==> config.mk <==
export PLATFORM = sky130hd
export DESIGN_NAME = acog_seq
export DESIGN_NICKNAME = d
export VERILOG_FILES = /design/src/rtl/acog_seq.sv
export SDC_FILE = /design/constraint.sdc
export NUM_CORES = 1
export LEC_CHECK = 0
export CORE_ASPECT_RATIO = 0.5
export CORE_UTILIZATION = 34
export DETAILED_ROUTE_END_ITERATION = 10
export PLACE_DENSITY = 0.76
export SYNTH_ARGS = -nofsm -noshare
export SYNTH_HDL_FRONTEND = slang
export SYNTH_SLANG_ARGS = --single-unit
export TNS_END_PERCENT = 20
==> constraint.sdc <==
create_clock -name clk_in -period 2.3 [get_ports clk_in]
set_input_delay 0.575 -clock clk_in [delete_from_list [all_inputs] [get_ports clk_in]]
set_output_delay 0.575 -clock clk_in [all_outputs]
set_load 0.02 [all_outputs]
==> src/rtl/acog_seq.sv <==
// Cog fetch/sequencer stage: owns the PC and drives the 4-phase pipeline state.
// Optional breakpoint halt is enabled by defining ACOG_SEQ_BREAK_EN.
module acog_seq #(
  parameter int              PC_W     = 9,
  parameter logic [PC_W-1:0] RESET_PC = '0
) (
  input  logic            clk_in,
  input  logic            rst_n_in,
  input  logic            run_i,
  output logic [PC_W-1:0] ram_addr_o,
  output logic            ram_rd_o,
  input  logic [31:0]     ram_data_i,
  output logic [1:0]      state_o,
  output logic [31:0]     opcode_o,
  output logic [PC_W-1:0] pc_o,
  output logic [PC_W-1:0] pc_plus_1_o,
  input  logic            save_pc_from_pc_plus_1_i,
  input  logic            save_pc_from_s_i,
  input  logic            branch_taken_i,
  input  logic [PC_W-1:0] s_value_i,
  input  logic            hub_wait_i,
  input  logic            brk_en_i,
  input  logic [PC_W-1:0] brk_addr_i,
  output logic            halted_o,
  output logic            brk_hit_o
);

  localparam logic [1:0] ST_FETCH   = 2'd0;
  localparam logic [1:0] ST_DECODE  = 2'd1;
  localparam logic [1:0] ST_EXECUTE = 2'd2;
  localparam logic [1:0] ST_WBACK   = 2'd3;

  typedef enum logic [2:0] {
    S_IDLE,
    S_FETCH,
    S_DECODE,
    S_EXEC,
    S_WBACK
  } st_t;

  st_t             state_q, state_d;
  logic [PC_W-1:0] pc_q, pc_d;
  logic [31:0]     opcode_q, opcode_d;
  logic            halted_q;
  logic            brk_hit_q, brk_hit_d;
  logic [PC_W-1:0] pc_inc;
  logic [PC_W-1:0] pc_next;
  logic            brk_match;

  assign pc_inc  = pc_q + PC_W'(1);
  // Any jump source wins; otherwise always advance so nothing can lock up
  assign pc_next = (save_pc_from_s_i | branch_taken_i)
                 ? s_value_i : pc_inc;

`ifdef ACOG_SEQ_BREAK_EN
  assign brk_match = brk_en_i && (pc_next == brk_addr_i);
  logic unused_ok;
  assign unused_ok = save_pc_from_pc_plus_1_i;
`else
  assign brk_match = 1'b0;
  logic unused_ok;
  assign unused_ok = ^{save_pc_from_pc_plus_1_i,
                       brk_en_i, brk_addr_i};
`endif

  always_ff @(posedge clk_in or negedge rst_n_in) begin
    if (!rst_n_in) begin
      state_q   <= S_IDLE;
      pc_q      <= RESET_PC;
      opcode_q  <= '0;
      halted_q  <= 1'b1;
      brk_hit_q <= 1'b0;
    end else begin
      state_q   <= state_d;
      pc_q      <= pc_d;
      opcode_q  <= opcode_d;
      halted_q  <= (state_d == S_IDLE);
      brk_hit_q <= brk_hit_d;
    end
  end

  always_comb begin
    state_d   = state_q;
    pc_d      = pc_q;
    opcode_d  = opcode_q;
    brk_hit_d = brk_hit_q;
    unique case (state_q)
      S_IDLE: begin
        if (run_i) begin
          state_d   = S_FETCH;
          brk_hit_d = 1'b0;
        end
      end
      S_FETCH: begin
        opcode_d = ram_data_i;
        state_d  = S_DECODE;
      end
      S_DECODE: state_d = S_EXEC;
      S_EXEC:   state_d = S_WBACK;
      S_WBACK: begin
        if (!hub_wait_i) begin
          pc_d = pc_next;
          if (brk_match) begin
            state_d   = S_IDLE;
            brk_hit_d = 1'b1;
          end else if (run_i) begin
            state_d = S_FETCH;
          end else begin
            state_d = S_IDLE;
          end
        end
      end
      default: state_d = S_IDLE;
    endcase
  end

  always_comb begin
    ram_addr_o = pc_q;
    ram_rd_o   = 1'b0;
    state_o    = ST_FETCH;
    unique case (state_q)
      S_IDLE: ram_rd_o = run_i;
      S_FETCH:  state_o = ST_FETCH;
      S_DECODE: state_o = ST_DECODE;
      S_EXEC:   state_o = ST_EXECUTE;
      S_WBACK: begin
        state_o = ST_WBACK;
        if (!hub_wait_i) begin
          ram_addr_o = pc_next;
          ram_rd_o   = run_i & ~brk_match;
        end
      end
      default: state_o = ST_FETCH;
    endcase
  end

  assign opcode_o    = opcode_q;
  assign pc_o        = pc_q;
  assign pc_plus_1_o = pc_inc;
  assign halted_o    = halted_q;
  assign brk_hit_o   = brk_hit_q;

endmodule

==> metrics <==
setup violators final=10; crit-path max FO=4; FF-to-FF Start=state_q[1]$_DFF_PN0_; crit path capture type=output pin; # rows=19; Pre-Repair DR Iteration Count=4; critical path depth=5; Final Wtd Congestion=0.859; Vias/cell=4.80; PnR worst setup slack=-0.244 ns; Worst slew margin=62.8%; worst vdd ir=0.699 mV; Placed Area=0.00352 mm2; Core Area=0.00573 mm2; hold-fix buffers at CTS=0; RSZ-0062 raised after global routing=yes; Crit Path Class=in2out; Hold Path Class=in2async; Area growth syn-to-layout=80.7%; residual DRC count=0; gr ovfl total=0; Slew Limit Fails=0; hold slack final=0.275 ns; first-pass GRT wire length=10.0 mm; Total Power=5800 uW; Worst EP arrival=1.97 ns; I/O pin total=122; H-tree Lvls=2; TritonCTS Buffers=5; status=finished with violations; Core Util, Final=66.4%; Synth Warn #=0; IO buf count=109; Post-Syn Area=0.00210 mm2; syn_nets=233; Leak=0.00160 uW; initial core utilization=36.7%; crit share post-route=111%; WP data required=1.73 ns; crit path to=ram_addr_o[7]; post-route ant nets=0; Ant. Diodes=0; clk buf depth=2; slowest stage delay, CP=0.56 ns; Root Buffer=clkbuf_16; capture point of the worst reg-to-reg path=pc_o[7]$_DFF_PN0_; wirelength, routed=6.37 mm; via count=1950; die width=113 um; Yosys cell types=43; CTS sink count=45; Layout fillers=419; DRT iter0 DRCs=77; Worst R2R Setup Slack=0.48 ns; Startpoint Class=input pin; dpl hpwl=4.62 mm; share of the yosys chip area belonging to registers=53.6%; die area=0.00653 mm2; Clock Latency Late Sink=0.29 ns; Crit-path slowest cell=or4b_4; commonest cells after routing, fill and taps aside=clkdlybuf4s50_1, dfrtp_1, buf_4, mux2_2, buf_6; Worst-path clk slew=0.06 ns; Fmax achieved=393 MHz; R2R cell count=8; max_cap viols=0; Cells after Synth=174; final cell area excluding filler cells=0.00380 mm2; die span in y=57.6 um; CP cell instances=buf_6, or4b_4, or4_1, o211ai_1, buf_4; most common cell after layout, fill and taps aside=clkdlybuf4s50_1; drt wl/cell=15.7 um; Synth Register Bits=45; CTS tree=done; worst-margin pin slew=0.559 ns; Nets=380; GRT Total Usage=20.0%; PwrDens=1530 mW/mm2; Final min period=2.54 ns; largest net degree at the start of global routing=33; share of layout cells above drive strength 1=35.7%; CP top delay family=simple AND/OR/NAND/NOR gates; vias in the first global route=2001; initial antenna violation count=0; Avg Cell Area, Syn=12.1 um2; Max Clock Skew=0.00422 ns; final hold violations=0; failing checks=setup timing; Worst Setup SP=hub_wait_i; CP Buf/Inv Count=2
[cell usage after synthesis]
cell type,count,area share [%]
dfrtp_1,44,52
mux2_2,30,16
nor2_1,8,1.4
nand2_1,7,1.2
buf_2,6,1.4
o21ai_0,6,1.4
a21oi_1,5,1.2
xnor2_1,5,2.1
clkbuf_1,4,0.71
mux2i_1,4,1.9
nand3_1,4,0.95
inv_1,3,0.54
o211ai_1,3,1.1
xor2_1,3,1.2
a211o_1,2,0.83
a2bb2oi_1,2,0.83
mux2_1,2,1.1
nand2b_1,2,0.59
nand4_1,2,0.59
nor3_1,2,0.48
nor4b_1,2,0.83
o211a_1,2,0.95
o21a_1,2,0.71
o22ai_1,2,0.59
or3_1,2,0.59
or3b_2,2,0.83
or4_1,2,0.71
a22o_1,1,0.42
a31oi_1,1,0.30
a32o_1,1,0.48
and3_1,1,0.30
buf_1,1,0.18
buf_4,1,0.36
buf_6,1,0.54
conb_1,1,0.18
dfstp_2,1,1.2
ha_1,1,0.59
nor2b_1,1,0.30
nor3b_1,1,0.36
o21bai_1,1,0.36
o2bb2ai_1,1,0.42
or2_2,1,0.30
or4b_1,1,0.48
[routing by layer]
layer / GRT usage [%] / share of wire (%) / vias up
met5: 0 / 0 / -
met2: 37.2 / 52 / 57
li1: - / - / 912
met3: 3.77 / 3.8 / 10
met4: 8.08 / 2.1 / 0
met1: 23.4 / 42 / 971
[worst min path at each step]
stage | endpoint | from | cells past startpoint | slack [ns]
after floorplan | opcode_o[0]$_DFFE_PN0N_ | rst_n_in | 0 | 0.28
after global routing | opcode_o[19]$_DFFE_PN0N_ | rst_n_in | 1 | 0.32
after global placement | opcode_o[26]$_DFFE_PN0N_ | opcode_o[26]$_DFFE_PN0N_ | 1 | 0.47
final | opcode_o[4]$_DFFE_PN0N_ | rst_n_in | 1 | 0.27
after detailed placement | opcode_o[26]$_DFFE_PN0N_ | opcode_o[26]$_DFFE_PN0N_ | 1 | 0.48
after CTS | opcode_o[23]$_DFFE_PN0N_ | rst_n_in | 1 | 0.29
[state kept, by name, indices dropped and copies added, names as in the netlist]
name	cells
halted_o	1
opcode_o	32
pc_o	9
state_q	3
[report_power, final]
part | internal (uW) | leakage (uW) | switching, uW
Combinational | 1780 | 0.000986 | 1680
Clock | 626 | 0.0000944 | 311
Sequential | 1200 | 0.000516 | 217
Total | 3600 | 0.00160 | 2210
[worst register-to-register path: cells and delay by family, from the launching register on]
kind	cells	cell delay (ns)
AOI/OAI and AO/OA	1	0.14
and+or+nand+nor	1	0.26
DFF	1	0.39
buffers and inverters	5	0.73
muxes	1	0.20
[timing repair]
action	4_1_cts	5_1_grt
pin swaps	5	6
endpoints found under the setup margin	19	13
buffers inserted	7	0
resized for setup	76	18
[final cells by class]
cell class                 instances  area [um2]  area share [%]
inverter                           3        11.3           0.296
clock buffer                       5         125            3.29
multi-input combinational        113         976            25.7
timing repair buffer             153        1390            36.5
clock inverter                     3        68.8            1.81
tap                               84         105            2.76
sequential                        45        1130            29.6
[cell families (layout without fill, tap and decap cells)]
family                   count (synthesis)  in the layout  synth area share [%]
AO/OA/AOI/OAI                           29             29                  9.57
XOR/XNOR                                 8              8                  3.33
adder cells (fa/ha/maj)                  1              1                 0.594
buffers and inverters                   16            164                  3.75
flip-flops                              45             45                  53.6
multiplexers                            36             36                  19.0
other                                    1              1                 0.178
AND/OR/NAND/NOR                         38             38                  9.99
[per-stage QoR]
step	setup slack [ns]	setup TNS, ns	instances
after floorplan	-0.108	-0.275	174
after global placement	-1.01	-8.48	391
after detailed placement	-1.04	-8.79	391
after CTS	-0.312	-1.67	406
after global routing	-0.282	-1.82	406
final	-0.244	-1.31	406
(Power assumes the default switching activity.)
